### src/rtl/fifo_pop_packer.sv
// fifo_pop_packer: pop-side consumer for the dual-clock FIFO.
// Pops width-bit words, packs ratio of them into one wide word and presents it
// on a valid/ready stream. A flush emits a zero-padded partial word tagged last.

// Lane register: one captured FIFO word, cleared whenever a packed word leaves.
module fifo_pop_packer_lane #(
  parameter int width = 8
) (
  input  logic             clk,
  input  logic             rst,
  input  logic             clr,
  input  logic             we,
  input  logic [width-1:0] d,
  output logic [width-1:0] q
);
  // Capture on write, zero on reset/clear so unfilled lanes read as padding
  always_ff @(posedge clk) begin
    if (rst || clr) q <= '0;
    else if (we)    q <= d;
  end
endmodule

module fifo_pop_packer #(
  parameter int width = 8,
  parameter int ratio = 4
) (
  input  logic                       clk,
  input  logic                       rst,
  input  logic                       pop_empty,
  input  logic                       pop_error,
  input  logic [width-1:0]           data_in,
  output logic                       pop_req_n,
  input  logic                       flush,
  output logic                       out_valid,
  input  logic                       out_ready,
  output logic [width*ratio-1:0]     out_data,
  output logic [$clog2(ratio+1)-1:0] out_count,
  output logic                       out_last,
  output logic                       flush_done,
  output logic                       busy,
  output logic                       err_sticky
);
  localparam int CNTW = (ratio > 1) ? $clog2(ratio) : 1;
  localparam int CW   = $clog2(ratio+1);
  localparam logic [CNTW-1:0] LAST     = CNTW'(ratio-1);
  localparam logic [CW-1:0]   FULL_CNT = CW'(ratio);

  typedef enum logic {ACC, FLUSH} state_t;

  state_t                        state, state_nxt;
  logic [CNTW-1:0]               cnt;
  logic [ratio-2:0][width-1:0]   lane_q;
  logic                          out_free, can_pop, full_pop, part_emit, flush_end;

  // State register
  always_ff @(posedge clk) begin
    if (rst) state <= ACC;
    else     state <= state_nxt;
  end

  // Next state: flush only sampled in ACC; FLUSH exits once it can finish
  always_comb begin
    state_nxt = state;
    case (state)
      ACC:     if (flush)     state_nxt = FLUSH;
      FLUSH:   if (flush_end) state_nxt = ACC;
      default: state_nxt = ACC;
    endcase
  end

  // Control decode; final lane only pops when the output slot frees this edge
  always_comb begin
    out_free  = !out_valid || out_ready;
    can_pop   = (state == ACC) && !pop_empty && !rst && ((cnt != LAST) || out_free);
    full_pop  = can_pop && (cnt == LAST);
    part_emit = (state == FLUSH) && (cnt != '0) && out_free;
    flush_end = (state == FLUSH) && ((cnt == '0) || out_free);
  end

  assign pop_req_n = !can_pop;
  assign busy      = (state == FLUSH) || (cnt != '0) || out_valid;

  // Lanes 0..ratio-2 are registered; the last word goes straight to the output
  for (genvar i = 0; i < ratio-1; i++) begin : g_lane
    fifo_pop_packer_lane #(.width(width)) u_lane (
      .clk (clk),
      .rst (rst),
      .clr (full_pop || part_emit),
      .we  (can_pop && (cnt == CNTW'(i))),
      .d   (data_in),
      .q   (lane_q[i])
    );
  end

  // Lane counter: advances per pop, wraps on completion, clears on partial emit
  always_ff @(posedge clk) begin
    if (rst)                  cnt <= '0;
    else if (full_pop)        cnt <= '0;
    else if (can_pop)         cnt <= cnt + CNTW'(1);
    else if (part_emit)       cnt <= '0;
  end

  // Output register: load full or partial word, else drop valid on handshake
  always_ff @(posedge clk) begin
    if (rst) begin
      out_valid <= 1'b0;
      out_data  <= '0;
      out_count <= '0;
      out_last  <= 1'b0;
    end else if (full_pop) begin
      out_valid <= 1'b1;
      out_data  <= {data_in, lane_q};
      out_count <= FULL_CNT;
      out_last  <= 1'b0;
    end else if (part_emit) begin
      out_valid <= 1'b1;
      out_data  <= {{width{1'b0}}, lane_q};
      out_count <= CW'(cnt);
      out_last  <= 1'b1;
    end else if (out_valid && out_ready) begin
      out_valid <= 1'b0;
    end
  end

  // Flush completion pulse and sticky FIFO error flag
  always_ff @(posedge clk) begin
    if (rst) begin
      flush_done <= 1'b0;
      err_sticky <= 1'b0;
    end else begin
      flush_done <= flush_end;
      if (pop_error) err_sticky <= 1'b1;
    end
  end
endmodule
### config.mk
export PLATFORM = sky130hd
export DESIGN_NAME = fifo_pop_packer
export DESIGN_NICKNAME = d
export VERILOG_FILES = /design/src/rtl/fifo_pop_packer.sv
export SDC_FILE = /design/constraint.sdc
export NUM_CORES = 1
export LEC_CHECK = 0
export BUFFER_PORTS_ARGS = -buffer_cell sky130_fd_sc_hd__buf_2
export CORE_ASPECT_RATIO = 0.6
export CORE_UTILIZATION = 35
export DETAILED_ROUTE_END_ITERATION = 8
export HOLD_SLACK_MARGIN = 0.05
export SLEW_MARGIN = 20
export SYNTH_ARGS = -nofsm -noshare
export SYNTH_HDL_FRONTEND = slang
export SYNTH_SLANG_ARGS = --single-unit
### constraint.sdc
create_clock -name clk -period 3 [get_ports clk]
set_input_delay 0 -clock clk [delete_from_list [all_inputs] [get_ports clk]]
set_output_delay 0 -clock clk [all_outputs]
set_load 0.02 [all_outputs]
## Word-level counts from Yosys, hierarchy flattened

Cells that the tools add are included.
Widths: inputs -> output; s select.

| word-level totals | value |
|---|---|
| register bits after elaboration | 66 |
| input port bits | 14 |
| word-level logic and storage cells | 58 |

| operators by class | value |
|---|---|
| $add $sub $neg | 1 |
| equal/unequal tests | 4 |
| muxes and demuxes | 12 |
| bitwise gates (word level) | 1 |
| reductions and logical operators | 28 |

Operators with widths:

| operator | number |
|---|---|
| $mux 32 | 2 |
| $logic_and 1x1->1 | 11 |
| $logic_or 1x1->1 | 7 |
| $mux 3 | 2 |
| $reduce_bool 2->1 | 3 |
| $mux 1 | 5 |
| $eq 2x2->1 const B | 2 |
| $logic_not 1->1 | 4 |
| $mux 2 | 2 |
| $reduce_bool 3->1 | 1 |
| $add 2x1->2 const B | 1 |
| $eq 2x1->1 const B | 1 |
| $logic_not 2->1 | 1 |
| $ne 2x2->1 const B | 1 |
| $pmux 1 s2 | 1 |
| $reduce_or 2->1 | 1 |
| $not 1->1 | 1 |

## Depth between registers and ports, before layout

| logic depth | value |
|---|---|
| depth in word-level cells | 7 |
| depth in mapped cells | 8 |
| gate-level depth less buffers | 5 |

## By module

Synthesis repeated with hierarchy kept, for this count alone.

| second synthesis, totals | value |
|---|---|
| cells, all modules | 280 |
| area total of the unflattened synthesis | 2750.1 um^2 |

Modules (own cells, without submodules):

| module | instances | cells an instance | area an instance (um^2) | seq. area each (um^2) |
|---|---|---|---|---|
| fifo_pop_packer | 1 | 199 | 1864.3 | 840.8 |
| fifo_pop_packer_lane | 3 | 27 | 295.3 | 160.2 |

## Worst setup path before layout

OpenSTA, ideal clock, no wires.

| timing path | value |
|---|---|
| path type | reg2reg |
| from | register cnt[0] |
| to | register g_lane[1].u_lane.q[0] |
| library setup time | 0.115 ns |
| arrival | 1.514 ns |
| required time | 2.885 ns |
| setup slack | 1.371 ns |
| cell stages (with the launch flop) | 9 |
| buffers on the path | 3 |
| cell sequence | dfxtp_1 -> inv_1 -> ha_1 -> and3b_1 -> buf_6 -> nand2b_1 -> buf_2 -> buf_6 -> nor2_2 |

| between the ends | value |
|---|---|
| longest elaborated chain between the ends | 6 |

Ends and longest elaborated chain:

| what | RTL line | source |
|---|---|---|
| start, declared | 51 | `logic [CNTW-1:0] cnt;` |
| start signal, assigned | 99 | `else if (can_pop) cnt <= cnt + CNTW'(1);` |
| $ne 2x2->1 | 74 | `can_pop = (state == ACC) && !pop_empty && !rst && ((cnt != LAST) \|\| out_free);` |
| $logic_or 1x1->1 | 74 |  |
| $logic_and 1x1->1 | 74 |  |
| $logic_and 1x1->1 | 75 | `full_pop = can_pop && (cnt == LAST);` |
| $logic_or 1x1->1 | 88 | `.clr (full_pop \|\| part_emit),` |
| $logic_or 1x1->1 | 18 | `if (rst \|\| clr) q <= '0;` |
| end signal, assigned | 18 |  |
| end signal, assigned | 19 | `else if (we) q <= d;` |
| end, declared | 14 | `output logic [width-1:0] q` |

Parallel ways exist; a longest one is shown, timed or not.
A chain may end at the register's enable or synchronous reset.

## Worst setup path in the final report

| timing path | value |
|---|---|
| from | register cnt[0] |
| to | register g_lane[1].u_lane.q[3] |

Same word-level chain as after synthesis.

==> results.txt <==
Status: completed
First-pass GRT wire length: 9180 µm
Distinct cells, synth: 27
Max-cap violations: 0
Hold buffer count at cts: 11
Reg2reg setup slack: 960 ps
Synth warnings: 0
CTS clk-pin slew, worst paths: 50 ps
Final slew viol count: 0
Seq/Total Area, Yosys: 48.7%
Syn Std Cell Area: 0.00271 mm²
Register area: 0.00132 mm²
Nets@finish: 332
IO buf count: 54
Slowest stage cell, crit path: and3b_1
Non-Filler Instances: 423
I/O pin count: 55
Vias in the first global route: 1,813
Placeable Area: 0.00739 mm²
# fillers: 727
Critical-path cell list: inv_1 > ha_1 > and3b_1 > nand2b_1 > buf_4 > nor2_1
Post-CTS sizing: 0
Slew of the pin with the lowest slew margin: 582 ps
Mapped Nets: 267
Clk buf depth: 2
Setup TNS: 0 ps
TritonCTS clock tree: done
# Post-CTS Setup Buffers: 0
Largest net degree at the start of global routing: 56
Area growth from synthesis to layout: 27.0%
Cell Pwr Density: 595 mW/mm²
P_leak: 1.71 nW
Fmax: 490 MHz
Crit start category: register
GRT Util Overall: 15.5%
Diodes inserted: 0
Initial antenna violation count: 0
Clock sink total: 66
RSZ-0062 raised after global routing: false
Tot Pwr: 2.05 mW
Initial core utilization: 36.7%
Die height: 70.2 µm
Initial drt markers: 60
CP required: 3200 ps
Drt total wl: 5700 µm
Critical Path AT: 2240 ps
Final setup viols: 0
Synthesized area per cell: 10.9 µm²
Post-DR wirelength/cell: 13.5 µm
Cell count after synthesis: 249
Area of the multi-input gates: 0.00129 mm²
Num rows: 24
# DRC: 0
CP max FO: 24
Fin Hold WS: 61.2 ps
DR pass1 iterations: 4
Grt ovf: 0
Via count: 1,902
# H-tree levels: 3
Slew HR: 61.2%
ANT nets after route: 0
Root Buffer: clkbuf_16
Kind of critical path: register to register
#FFs+latches synth: 66
Hold WC Path Type: primary input to register
Final min period: 2040 ps
CP max stage delay: 570 ps
TritonCTS Buffers: 9
Layout cells sized above 1: 27.6%
Die X: 116 µm
Final HPWL DP: 3770 µm
RD Place Congestion: 0.817
Vias/cell: 4.50
Maximum vdd drop: 0.351 mV
Dpl cells: 396
Placed Area: 0.00303 mm²
Final Cell Area: 0.00344 mm²
Fin crit share: 68.0%
Final Hold Viols: 0
Die Area: 0.00811 mm²
Clock insertion delay at the later pin of the skew report: 320 ps
Crit. End Element: register
Skew final: 3.04 ps
-- cell type report --
type / count / share of cell area [%]
clock buffer: 15 / 8.65
clock inverter: 1 / 0.145
inverter: 2 / 0.218
multi-input combinational: 168 / 37.4
sequential: 66 / 38.4
tap: 104 / 3.78
timing repair buffer: 67 / 11.5
-- state kept, by name (all words and copies together) (netlist names) --
name	flops
err_sticky	1
out_valid	1
state	1
g_lane.u_lane.q	24
out_data	32
out_last	1
cnt	2
flush_done	1
out_count	3
-- synth_stat cells (all sizes together) --
library cell,instances,share of area [%]
and3,1,0.42
nor2,33,6.1
nand3,4,1.3
dfxtp,66,49
a31oi,1,0.23
nor3b,2,0.55
nand2b,50,12
a21oi,1,0.18
ha,4,1.8
nand2,2,0.28
buf,8,2.8
o21a,2,0.55
nor3,2,1.2
inv,2,0.28
a22o,8,2.6
mux2i,51,19
clkbuf,5,0.69
and3b,1,0.32
nor2b,2,0.46
a21o,1,0.28
a21boi,1,0.28
nand3b,2,0.55
-- cells in the final DEF (no fill, tap or decap) --
master and count:
nand3b_1 2, clkbuf_8 5, and3b_1 1, nor3_4 2, a21boi_0 1, ha_1 4
a31oi_1 1, dlygate4sd3_1 11, nor2b_1 2, buf_4 2, nor2_8 1, nand2_1 2
a21o_1 1, inv_1 2, nor2_1 22, mux2i_1 51, clkbuf_16 9, nor2_2 10
dfxtp_1 66, buf_2 54, nand3_1 1, and3_4 1, a21oi_1 1, nand3_2 3
o21a_1 2, a22o_1 8, nand2b_1 50, clkinv_2 1, nor3b_1 2, clkbuf_1 1
-- power by group --
part | internal [mW] | total [mW] | switching (mW)
Combinational | 0.0570 | 0.127 | 0.0695
Clock | 0.671 | 1.02 | 0.353
Sequential | 0.890 | 0.899 | 0.00924
-- worst max-delay path: cells and delay by family (launching register included) --
family / cells / cell delay (ps)
flops: 1 / 400
simple gates: 3 / 830
buf+inv: 2 / 400
fa+ha+maj: 1 / 260
-- cell families (layout without fill, tap and decap cells) --
family	Yosys count	count (layout)	share of synthesized area (%)
AND/OR/NAND/NOR	99	99	22.7
adder cells (fa/ha/maj)	4	4	1.85
buffers and inverters	15	85	3.78
multiplexers	51	51	18.8
AO/OA/AOI/OAI	14	14	4.11
flip-flops	66	66	48.7
-- final timing paths --
path | from | to | depth (start not counted)
max | cnt[0] | g_lane[1].u_lane.q[3] | 6
min | rst | cnt[1] | 4
max reg2reg | cnt[0] | g_lane[1].u_lane.q[3] | 6
min reg2reg | out_count[2] | out_count[2] | 1
-- per-stage QoR --
stage	utilization (%)	setup WS, ps
5_1_grt	46.6	807
6_report	46.6	961
2_1_floorplan	-	1370
3_3_place_gp	41.0	1040
4_1_cts	46.6	946
3_5_place_dp	41.0	950
-- layer usage --
layer	vias to the layer above	share of wire, %	GRT usage, %
met5	-	0	0
met4	0	1.7	5.98
met3	10	6.2	6.86
li1	963	-	-
met1	878	53	21.7
met2	51	39	20.4
Power figures use the tool's default switching activity.
